==> src/rtl/seq_div6.sv <==
// Sequential signed divider: 12-bit dividend / 6-bit divisor, truncating toward zero,
// six-cycle restoring core on magnitudes with sign fix-up, divide-by-zero and overflow flags.
module seq_div6 #(
    parameter int DATA_W = 12,
    parameter int COEF_W = 6
) (
    input  logic                     clk,
    input  logic                     rst,
    input  logic signed [DATA_W-1:0] dividend,
    input  logic signed [COEF_W-1:0] divisor,
    input  logic                     start,
    output logic                     ready,
    output logic signed [COEF_W-1:0] quotient,
    output logic signed [COEF_W-1:0] remainder,
    output logic                     dz,
    output logic                     ovf
);

    localparam int CNT_W = $clog2(COEF_W);
    localparam logic [COEF_W-1:0] NEG_LIM = COEF_W'(1) << (COEF_W - 1);
    localparam logic [COEF_W-1:0] POS_LIM = NEG_LIM - COEF_W'(1);

    typedef enum logic [2:0] {
        S_IDLE,
        S_CHECK,
        S_DIV,
        S_FIX,
        S_DONE
    } state_t;

    state_t state_q, state_d;

    logic start_q;
    logic armed_q, armed_d;
    logic signed [DATA_W-1:0] a_q, a_d;
    logic signed [COEF_W-1:0] b_q, b_d;
    logic [COEF_W-1:0] bmag_q, bmag_d;
    logic [COEF_W-1:0] part_q, part_d;
    logic [COEF_W-1:0] lo_q, lo_d;
    logic [COEF_W-1:0] qmag_q, qmag_d;
    logic [CNT_W-1:0] cnt_q, cnt_d;
    logic qneg_q, qneg_d;
    logic rneg_q, rneg_d;
    logic signed [COEF_W-1:0] quo_q, quo_d;
    logic signed [COEF_W-1:0] rem_q, rem_d;
    logic dz_q, dz_d;
    logic ovf_q, ovf_d;

    logic trig;
    logic [DATA_W-1:0] amag;
    logic [COEF_W-1:0] bmag_new;
    logic [COEF_W:0] trial;
    logic trial_ge;

    function automatic logic [DATA_W-1:0] abs_dvd(input logic signed [DATA_W-1:0] v);
        // -2^(W-1) wraps to itself, which read unsigned is the correct magnitude
        abs_dvd = v[DATA_W-1] ? $unsigned(-v) : $unsigned(v);
    endfunction

    function automatic logic [COEF_W-1:0] abs_dvs(input logic signed [COEF_W-1:0] v);
        abs_dvs = v[COEF_W-1] ? $unsigned(-v) : $unsigned(v);
    endfunction

    function automatic logic signed [COEF_W-1:0] apply_sign(input logic [COEF_W-1:0] m,
                                                            input logic neg);
        apply_sign = neg ? -$signed(m) : $signed(m);
    endfunction

    function automatic logic q_overflow(input logic [COEF_W-1:0] m, input logic neg);
        q_overflow = neg ? (m > NEG_LIM) : (m > POS_LIM);
    endfunction

    // armed_q blocks a start that was already high when reset released
    assign trig = start & ~start_q & armed_q &
                  ((state_q == S_IDLE) || (state_q == S_DONE));

    assign amag     = abs_dvd(a_q);
    assign bmag_new = abs_dvs(b_q);
    assign trial    = {part_q, lo_q[COEF_W-1]};
    assign trial_ge = (trial >= {1'b0, bmag_q});

    always_comb begin
        state_d = state_q;
        armed_d = armed_q | ~start;
        a_d     = a_q;
        b_d     = b_q;
        bmag_d  = bmag_q;
        part_d  = part_q;
        lo_d    = lo_q;
        qmag_d  = qmag_q;
        cnt_d   = cnt_q;
        qneg_d  = qneg_q;
        rneg_d  = rneg_q;
        quo_d   = quo_q;
        rem_d   = rem_q;
        dz_d    = dz_q;
        ovf_d   = ovf_q;

        case (state_q)
            S_IDLE, S_DONE: begin
                if (trig) begin
                    a_d     = dividend;
                    b_d     = divisor;
                    quo_d   = '0;
                    rem_d   = '0;
                    dz_d    = 1'b0;
                    ovf_d   = 1'b0;
                    state_d = S_CHECK;
                end
            end

            S_CHECK: begin
                bmag_d = bmag_new;
                qneg_d = a_q[DATA_W-1] ^ b_q[COEF_W-1];
                rneg_d = a_q[DATA_W-1];
                if (b_q == '0) begin
                    dz_d    = 1'b1;
                    state_d = S_DONE;
                end else if (amag[DATA_W-1:COEF_W] >= bmag_new) begin
                    // quotient would need more than COEF_W magnitude bits
                    ovf_d   = 1'b1;
                    state_d = S_DONE;
                end else begin
                    part_d  = amag[DATA_W-1:COEF_W];
                    lo_d    = amag[COEF_W-1:0];
                    qmag_d  = '0;
                    cnt_d   = '0;
                    state_d = S_DIV;
                end
            end

            S_DIV: begin
                part_d = trial_ge ? COEF_W'(trial - {1'b0, bmag_q}) : trial[COEF_W-1:0];
                qmag_d = {qmag_q[COEF_W-2:0], trial_ge};
                lo_d   = {lo_q[COEF_W-2:0], 1'b0};
                cnt_d  = cnt_q + CNT_W'(1);
                if (cnt_q == CNT_W'(COEF_W - 1)) begin
                    state_d = S_FIX;
                end
            end

            S_FIX: begin
                if (q_overflow(qmag_q, qneg_q)) begin
                    ovf_d = 1'b1;
                    quo_d = '0;
                    rem_d = '0;
                end else begin
                    quo_d = apply_sign(qmag_q, qneg_q);
                    rem_d = apply_sign(part_q, rneg_q);
                end
                state_d = S_DONE;
            end

            default: begin
                state_d = S_IDLE;
            end
        endcase
    end

    always_ff @(posedge clk or negedge rst) begin
        if (!rst) begin
            state_q <= S_IDLE;
            start_q <= 1'b0;
            armed_q <= 1'b0;
            a_q     <= '0;
            b_q     <= '0;
            bmag_q  <= '0;
            part_q  <= '0;
            lo_q    <= '0;
            qmag_q  <= '0;
            cnt_q   <= '0;
            qneg_q  <= 1'b0;
            rneg_q  <= 1'b0;
            quo_q   <= '0;
            rem_q   <= '0;
            dz_q    <= 1'b0;
            ovf_q   <= 1'b0;
        end else begin
            state_q <= state_d;
            start_q <= start;
            armed_q <= armed_d;
            a_q     <= a_d;
            b_q     <= b_d;
            bmag_q  <= bmag_d;
            part_q  <= part_d;
            lo_q    <= lo_d;
            qmag_q  <= qmag_d;
            cnt_q   <= cnt_d;
            qneg_q  <= qneg_d;
            rneg_q  <= rneg_d;
            quo_q   <= quo_d;
            rem_q   <= rem_d;
            dz_q    <= dz_d;
            ovf_q   <= ovf_d;
        end
    end

    assign ready     = (state_q == S_IDLE) || (state_q == S_DONE);
    assign quotient  = quo_q;
    assign remainder = rem_q;
    assign dz        = dz_q;
    assign ovf       = ovf_q;

endmodule

==> config.mk <==
export PLATFORM = sky130hd
export DESIGN_NAME = seq_div6
export DESIGN_NICKNAME = d
export VERILOG_FILES = /design/src/rtl/seq_div6.sv
export SDC_FILE = /design/constraint.sdc
export NUM_CORES = 1
export LEC_CHECK = 0
export ABC_AREA = 0
export CAP_MARGIN = 20
export CORE_MARGIN = 1
export CORE_UTILIZATION = 45
export DETAILED_ROUTE_END_ITERATION = 10
export PLACE_DENSITY = 0.71
export SYNTH_ARGS = -nofsm -noshare
export SYNTH_HDL_FRONTEND = slang
export SYNTH_SLANG_ARGS = --single-unit
==> constraint.sdc <==
create_clock -name clk -period 5.41 [get_ports clk]
set_input_delay 1.082 -clock clk [delete_from_list [all_inputs] [get_ports clk]]
set_output_delay 1.082 -clock clk [all_outputs]
set_load 0.02 [all_outputs]
* After elaboration in Yosys (flattened, before gate mapping) *
Cells that the tools add are included.

word-level totals
  flip-flop bits (word level) = 66
  output and inout bits = 15
  logic and storage cells = 94

operators by class
  add/subtract/negate cells = 6
  $lt $le $gt $ge = 4
  eq/ne operators = 12
  mux-type cells = 35
  bitwise logic cells = 7
  reduce and logical (&&, ||, !) cells = 14

operator list
  cell                                                                             number
  6-bit two-way mux                                                                13
  6-bit case mux with 2 select lines                                               5
  3-bit two-way mux                                                                6
  6-bit negation                                                                   3
  2-bit != test, second input constant                                             7
  12-bit two-way mux                                                               1
  12-bit negation                                                                  1
  3-bit case mux with 4 select lines                                               1
  7-bit by 6-bit greater-or-equal comparator with 1-bit output                     1
  3-bit by 2-bit equality test with 1-bit output, second input constant            2
  3-bit equality test, second input constant                                       2
  6-bit greater-or-equal comparator                                                1
  6-bit by 5-bit greater-than comparator with 1-bit output, second input constant  1
  6-bit greater-than comparator, second input constant                             1
  6-bit zero test                                                                  1
  1-bit two-way mux                                                                6
  3-bit case mux with 2 select lines                                               1
  2-bit AND reduction                                                              3
  3-bit AND reduction                                                              2
  2-bit nonzero test                                                               3
  6-bit subtractor                                                                 1
  5-bit AND reduction                                                              1
  3-bit by 1-bit adder with 3-bit output, second input constant                    1
  1-bit AND                                                                        3
  other kinds (10)                                                                 11

* Depth between registers and ports, before layout *
Gate-level depths: netlist of run 1.

  word-level depth = 6
  mapped depth = 12
  mapped depth without buffers = 11

* Least setup slack after synthesis of run 1 *
OpenSTA, ideal clock, no wires.

  path type = reg2reg
  start point = register a_q[0]
  end point = register part_q[3]
  data arrival time = 2.886 ns
  required time = 5.284 ns
  setup slack = 2.398 ns
  cell stages (with the launch flop) = 11
  clock period less this slack = 3.012 ns
  path through = dfrtp_1 -> inv_1 -> ha_1 -> or4b_4 -> o41ai_1 -> xnor2_1 -> ha_1 -> nand4_1 -> o211ai_2 -> mux2_2 -> a311o_1

between the ends
  longest elaborated chain between the ends = 5
  elaborated cells between the ends (all ways) = 8
  those cells by class = 1 x add/sub; 1 x order compare; 1 x eq/ne; 4 x mux; 1 x reduce/logical

RTL lines
  what                                                                                        line  source
  start: declaration                                                                          35    logic signed [DATA_W-1:0] a_q, a_d;
  start signal: assignment                                                                    165   a_q <= '0;
  start signal: assignment                                                                    182   a_q <= a_d;
  12-bit negation (*)                                                                         57    abs_dvd = v[DATA_W-1] ? $unsigned(-v) : $unsigned(v);
  12-bit two-way mux (*)                                                                      57
  6-bit greater-or-equal comparator / 6-bit two-way mux (equally long branches)               119   end else if (amag[DATA_W-1:COEF_W] >= bmag_new) begin
  2-bit != test (no line) / 6-bit two-way mux (equally long branches)                         --
  3-bit AND reduction (no line) / 6-bit case mux with 2 select lines (equally long branches)  --
  end signal: assignment                                                                      185   part_q <= part_d;
  end: declaration                                                                            38    logic [COEF_W-1:0] part_q, part_d;

Every way passes the cells marked *; elsewhere a longest branch is shown, timed or not. The select of a mux whose other input is x is not followed.
A chain may end at the register's enable or synchronous reset.

* Worst setup path after layout of run 1 *
  start point = register a_q[0]
  end point = register part_q[4]

Same word-level chain as after synthesis.

==> out/qor.yml, run 1 <==
outcome:
  outcome: "completed"
cts:
  cts_setup_buffers: 0
  cts_tree: "built"
  hold_buffers: 0
  root_buffer: "clkbuf_8"
  max-clock-path-buffers: 2
  cts_max_level: 3
  clk_pin_slew_ns: 0.07
  numCtsBuffers: 9
  ctsResizeCount: 0
  cts.sinks: 66
  clk_latency_ns: 0.35
critical_path:
  regToRegEndpoint: "part_q[4]"
  reg2reg_slack_ns: 2.09
  worst_setup_path_start_kind: "register"
  cp_cell_sequence: "inv_1 -> ha_1 -> or4b_4 -> o41ai_1 -> xnor2_1 -> ha_1 -> nand4_1 -> o211ai_2 -> buf_4 -> mux2_2 -> a311o_1"
  critPathArrivalTime_ns: 3.55
  cp_num_cells: 11
  slowest_stage: "or4b_4"
  worstRegToRegCells: 11
  cp_top_family: "compound AO/OA/AOI/OAI gates"
  crit_type: "register to register"
  slowest_delay_ns: 0.49
  required_ns: 5.64
  r2r_start: "a_q[0]"
  path_max_fanout: 28
  cpMostUsedCell: "ha_1"
  endpoint_kind: "register"
  crit_end: "part_q[4]"
  worstSetupStartpoint: "a_q[0]"
  crit_buf_inv: 2
power_and_ir_drop:
  power.density_nw_per_um2: 587
  power.ir.vdd_worst_mv: 0.243
  leakagePower_uw: 0.00184
layout:
  instances_no_fill: 508
  syn_to_final_growth_pct: 17.8
  n_antenna_cell: 0
  final_common_cell: "dfrtp_1"
  layout_common_cells: "dfrtp_1 (66), nand2_1 (53), o21ai_0 (36), clkdlybuf4s50_1 (34)"
  drive_gt1_frac: 0.106
  layout.nets: 443
synth:
  yosysSeqAreaShare: 0.458
  synthArstFlopShare: 1.00
  synth-warning-count: 0
  synth-seq-cells: 66
  syn-cell-area_um2: 3600
  synth_top_area_frac: 0.458
  ys_types: 44
  synth_edf_count: 0
  syn_nets: 409
  postSynthAreaPerCell_um2: 9.77
  synthFlopType: "dfrtp_1"
  synth.top_cells.by_area: "dfrtp_1 (46%), ha_1 (6.3%), mux2_2 (5.6%)"
  synth_cells: 369
  synth_area_leader_cell: "dfrtp_1"
floorplanning:
  fp-row-count: 32
  die_y_um: 91.5
  initial_utilization: 0.466
  die_x_um: 91.5
  core_um2: 7730
  dieArea_um2: 8370
  boundaryPins: 36
sta:
  min_period_ns: 3.32
  finalClockSkew_ns: 0.00895
  hold_viol: 0
  max_freq_ghz: 0.301
  tns_ns: 0
  post-route-period-util: 0.613
  setup_violations: 0
  worst_pin_slew_ns: 0.860
  rsz0062_at_grt: "no"
  relSlewSlack: 0.427
  drv_slew: 0
routing:
  vias_per_cell: 5.25
  dr.pass1.iters: 4
  wl_um: 7080
  dr.first_iter.drc_count: 170
  drcViolationCount: 0
  post_drt_wl_per_cell_um: 13.9
  drtAntennaViolNets: 0
  num_vias: 2666
placement:
  dp_hpwl_um: 5110
  portBuffers: 35
  gp_congestion: 0.965
  dpl.cell_count: 494
min_path:
  worst_hold_path_type: "register to register"
grt:
  overflow: 0
  grt_pass1_vias: 2540
  antenna_found_initial: 0
  grt_pass1_wl_um: 12200
  grt_max_degree: 67
  track_usage: 0.187
flow_run:
  maxCapViolCount: 0
## through the flow
stage	hold slack (ns)	power (µW)	area [µm²]	setup WS (ns)	util
after floorplan	0.435	1750	3600	2.40	-
after global placement	0.450	2040	4050	2.18	0.524
after detailed placement	0.454	2090	4050	2.09	0.524
after CTS	0.473	2510	4240	2.08	0.549
after global routing	0.495	2710	4240	1.93	0.549
final	0.474	2490	4240	2.09	0.549
## worst register-to-register path, cell delays in order (launching register included)
cell and delay (ns):
dfrtp_1 0.38, inv_1 0.09, ha_1 0.19, or4b_4 0.49
o41ai_1 0.32, xnor2_1 0.17, ha_1 0.32, nand4_1 0.13
o211ai_2 0.16, buf_4 0.32, mux2_2 0.38, a311o_1 0.27
## metal layers
metal / up-vias / global-route usage / routed length (µm)
met2: 61 / 0.283 / 3250
met3: 9 / 0.0553 / 362
li1: 1358 / - / -
met1: 1238 / 0.257 / 3390
met4: 0 / 0.0556 / 69
met5: - / 0 / 0
## flip-flops by register name (all words and copies together), names as in the netlist, 3 cells and up
signal     count
a_q           12
b_q            6
bmag_q         6
lo_q           6
part_q         6
qmag_q         6
quotient       6
remainder      6
cnt_q          3
state_q        3
## cell families after synthesis
family / after synthesis / synth area share
and+or+nand+nor: 125 / 0.167
AOI/OAI and AO/OA: 76 / 0.136
DFF: 66 / 0.458
buffers and inverters: 33 / 0.0344
xor gates and xnor gates: 25 / 0.0608
muxes: 25 / 0.0757
adders and majority gates: 19 / 0.0681
## how the worst min path moves through the flow
stage | startpoint | to | slack [ns] | depth (start not counted)
CTS | armed_q | armed_q | 0.47 | 1
global placement | armed_q | armed_q | 0.45 | 1
global route | remainder[1] | remainder[1] | 0.50 | 2
floorplan | armed_q | armed_q | 0.44 | 1
detailed placement | armed_q | armed_q | 0.45 | 1
finish | armed_q | armed_q | 0.47 | 1
## synthesized netlist by cell type, types with 4 or more instances
cell and number:
clkbuf_1 15, nand2b_1 9, mux2i_1 7, dfrtp_1 66, inv_1 17, nor2b_1 7
o31ai_1 5, nand2_1 53, nor3_1 4, nand3_1 18, xor2_1 13, mux2_2 18
or3_1 5, o211ai_1 6, a21oi_1 9, and2_1 5, o21ai_0 36, xnor2_1 12
nor2_1 14, ha_1 18
## layout make-up
type                            instances  area (µm²)
Clock buffer                           12         155
Clock inverter                          2        37.5
Fill cell                             687        3480
Inverter                               17        63.8
Multi-Input combinational cell        270        1830
Sequential cell                        66        1650
Tap cell                              102         128
Timing Repair Buffer                   39         375
## where the power goes
group	internal, µW	leakage [µW]	total [µW]	switching (µW)
Sequential	675	0.000839	878	203
Clock	233	0.0000946	414	181
Combinational	567	0.000909	1200	633
(Power assumes the default switching activity.)
==> run 2, diff against run 1 <==
- PLACE_DENSITY: 0.71 -> 0.74
- clock period: 5.41 -> 2.75 ns (I/O delays scaled with it)
==> out/qor.yml, run 2 (synthesis gave the netlist of run 1 again) <==
critical_path:
  worst_setup_path_start_kind: "register"
  path_max_fanout: 4
  cp_cell_sequence: "inv_2 -> ha_4 -> or4b_4 -> o41ai_4 -> xnor2_2 -> ha_1 -> nand4_1 -> o211ai_4 -> mux2_4 -> a311o_1"
  required_ns: 2.97
  critPathArrivalTime_ns: 3.20
  endpoint_kind: "register"
  crit_type: "register to register"
  slowest_stage: "or4b_4"
  slowest_delay_ns: 0.51
power_and_ir_drop:
  power.ir.vdd_worst_mv: 0.699
  leakagePower_uw: 0.00210
  combPwrFrac: 0.548
  power.density_nw_per_um2: 1220
  seq_power_share: 0.294
  p_sw_frac: 0.398
  p_switching_uw: 2290
  p_int_uw: 3470
  p_clk_frac: 0.158
placement:
  dpl.cell_count: 521
  gp_congestion: 0.890
  portBuffers: 35
  dpl_cell_area_um2: 4290
  dp_hpwl_um: 5660
cts:
  numCtsBuffers: 9
  max-clock-path-buffers: 2
  cts.sinks: 66
  root_buffer: "clkbuf_8"
  cts_tree: "built"
  clk_pin_slew_ns: 0.07
  clk_latency_ns: 0.34
  cts_max_level: 3
sta:
  rsz0062_at_grt: "yes"
  min_period_ns: 2.98
  worst_pin_slew_ns: 0.714
  holdWs_ns: 0.228
  hold_viol: 0
  max_freq_ghz: 0.335
  worst_slack_ns: -0.232
  tns_ns: -2.09
  setup_violations: 21
  post-route-period-util: 1.08
  relSlewSlack: 0.522
  finalClockSkew_ns: 0.00737
  drv_slew: 0
routing:
  drcViolationCount: 0
  post_drt_wl_per_cell_um: 14.5
  dr.first_iter.drc_count: 124
  vias_per_cell: 5.31
  num_vias: 2899
  drtAntennaViolNets: 0
  wl_um: 7900
  dr.pass1.iters: 4
grt:
  overflow: 0
  track_usage: 0.198
  grt_pass1_vias: 2911
  antenna_found_initial: 0
  grt_max_degree: 41
  grt_pass1_wl_um: 13000
layout:
  layout.nets: 480
  fill_cells: 639
  instances_no_fill: 546
  drive_gt1_frac: 0.221
  n_antenna_cell: 0
  layout_common_cells: "dfrtp_1 (66), nand2_1 (53), buf_4 (38), clkdlybuf4s50_1 (34), o21ai_0 (33)"
  largest_reg_flops: 12
  final_cell_area_um2: 4730
  multi_input_area_um2: 1990
  final_common_cell: "dfrtp_1"
  syn_to_final_growth_pct: 31.1
  top_register: "a_q"
  final_core_util: 0.612
  regArea_um2: 1650
floorplanning:
  boundaryPins: 36
  dieArea_um2: 8370
  core_um2: 7730
  die_x_um: 91.5
  fp-row-count: 32
  die_y_um: 91.5
  initial_utilization: 0.466
outcome:
  violations: "negative setup slack"
  outcome: "complete, but fails checks"
flow_run:
  maxCapViolCount: 0
min_path:
  worst_hold_path_type: "primary input to async pin"
==> run 2: changes by cell type in the layout (fill, tap and decap cells not counted), moves of 3 or more <==
cell,change
o41ai_4,+3
nand3_2,+5
nand3_1,-5
buf_4,+34
o21ai_0,-3
==> run 2: final timing paths <==
| path | slack [ns] | depth (start not counted) | endpoint | start |
|---|---|---|---|---|
| setup / recovery | -0.23 | 10 | part_q[3] | a_q[0] |
| min in group clk | 0.48 | 1 | armed_q | armed_q |
| max in group asynchronous | 1.90 | 2 | remainder[0] | rst |
| setup reg to reg | -0.23 | 10 | part_q[3] | a_q[0] |
| hold reg to reg | 0.48 | 1 | armed_q | armed_q |
| hold / removal | 0.23 | 1 | a_q[2] | rst |
==> run 2: critical path, delay by kind of cell (launching register included) <==
family | cells | cell delay, ns
compound gates | 3 | 0.81
xor+xnor | 1 | 0.12
fa+ha+maj | 2 | 0.45
buf+inv | 1 | 0.09
flops | 1 | 0.39
mux | 1 | 0.33
simple gates | 2 | 0.67
==> run 2: metrics by stage <==
stage / setup WS [ns] / power (µW)
floorplan: -0.171 / 3520
global placement: -0.121 / 4340
detailed placement: -0.279 / 4470
CTS: -0.183 / 5570
global route: -0.348 / 6170
finish: -0.232 / 5760
==> run 2: power by group through the flow <==
stage	registers, µW	logic (µW)	clock network [µW]
final	1690	3160	909
after global routing	1740	3450	971
after CTS	1680	2970	921
after detailed placement	1690	2780	0
after global placement	1670	2680	0
after floorplan	1680	1840	0
==> run 2: layer usage <==
metal  track usage  routed length (µm)  up-vias
met3        0.0461                 313       18
met4        0.0807                 157        0
li1              -                   -     1429
met5             0                   0        -
met1         0.240                3470     1383
met2         0.338                3960       69
==> run 2: final cells by class <==
type                       instances  share of cell area
multi-input combinational        270               0.421
sequential                        66               0.349
timing repair buffer              76               0.142
clock buffer                      13              0.0336
tap                              102              0.0270
inverter                          17              0.0135
clock inverter                     2              0.0127
==> run 2: what timing repair did <==
| item | 4_1_cts | 5_1_grt |
|---|---|---|
| pin swaps | 11 | 9 |
| setup buffers | 8 | 4 |
| gates cloned | 0 | 0 |
| hold buffers | 0 | 0 |
| endpoints found under the setup margin | 23 | 24 |
| gates resized for setup | 20 | 10 |
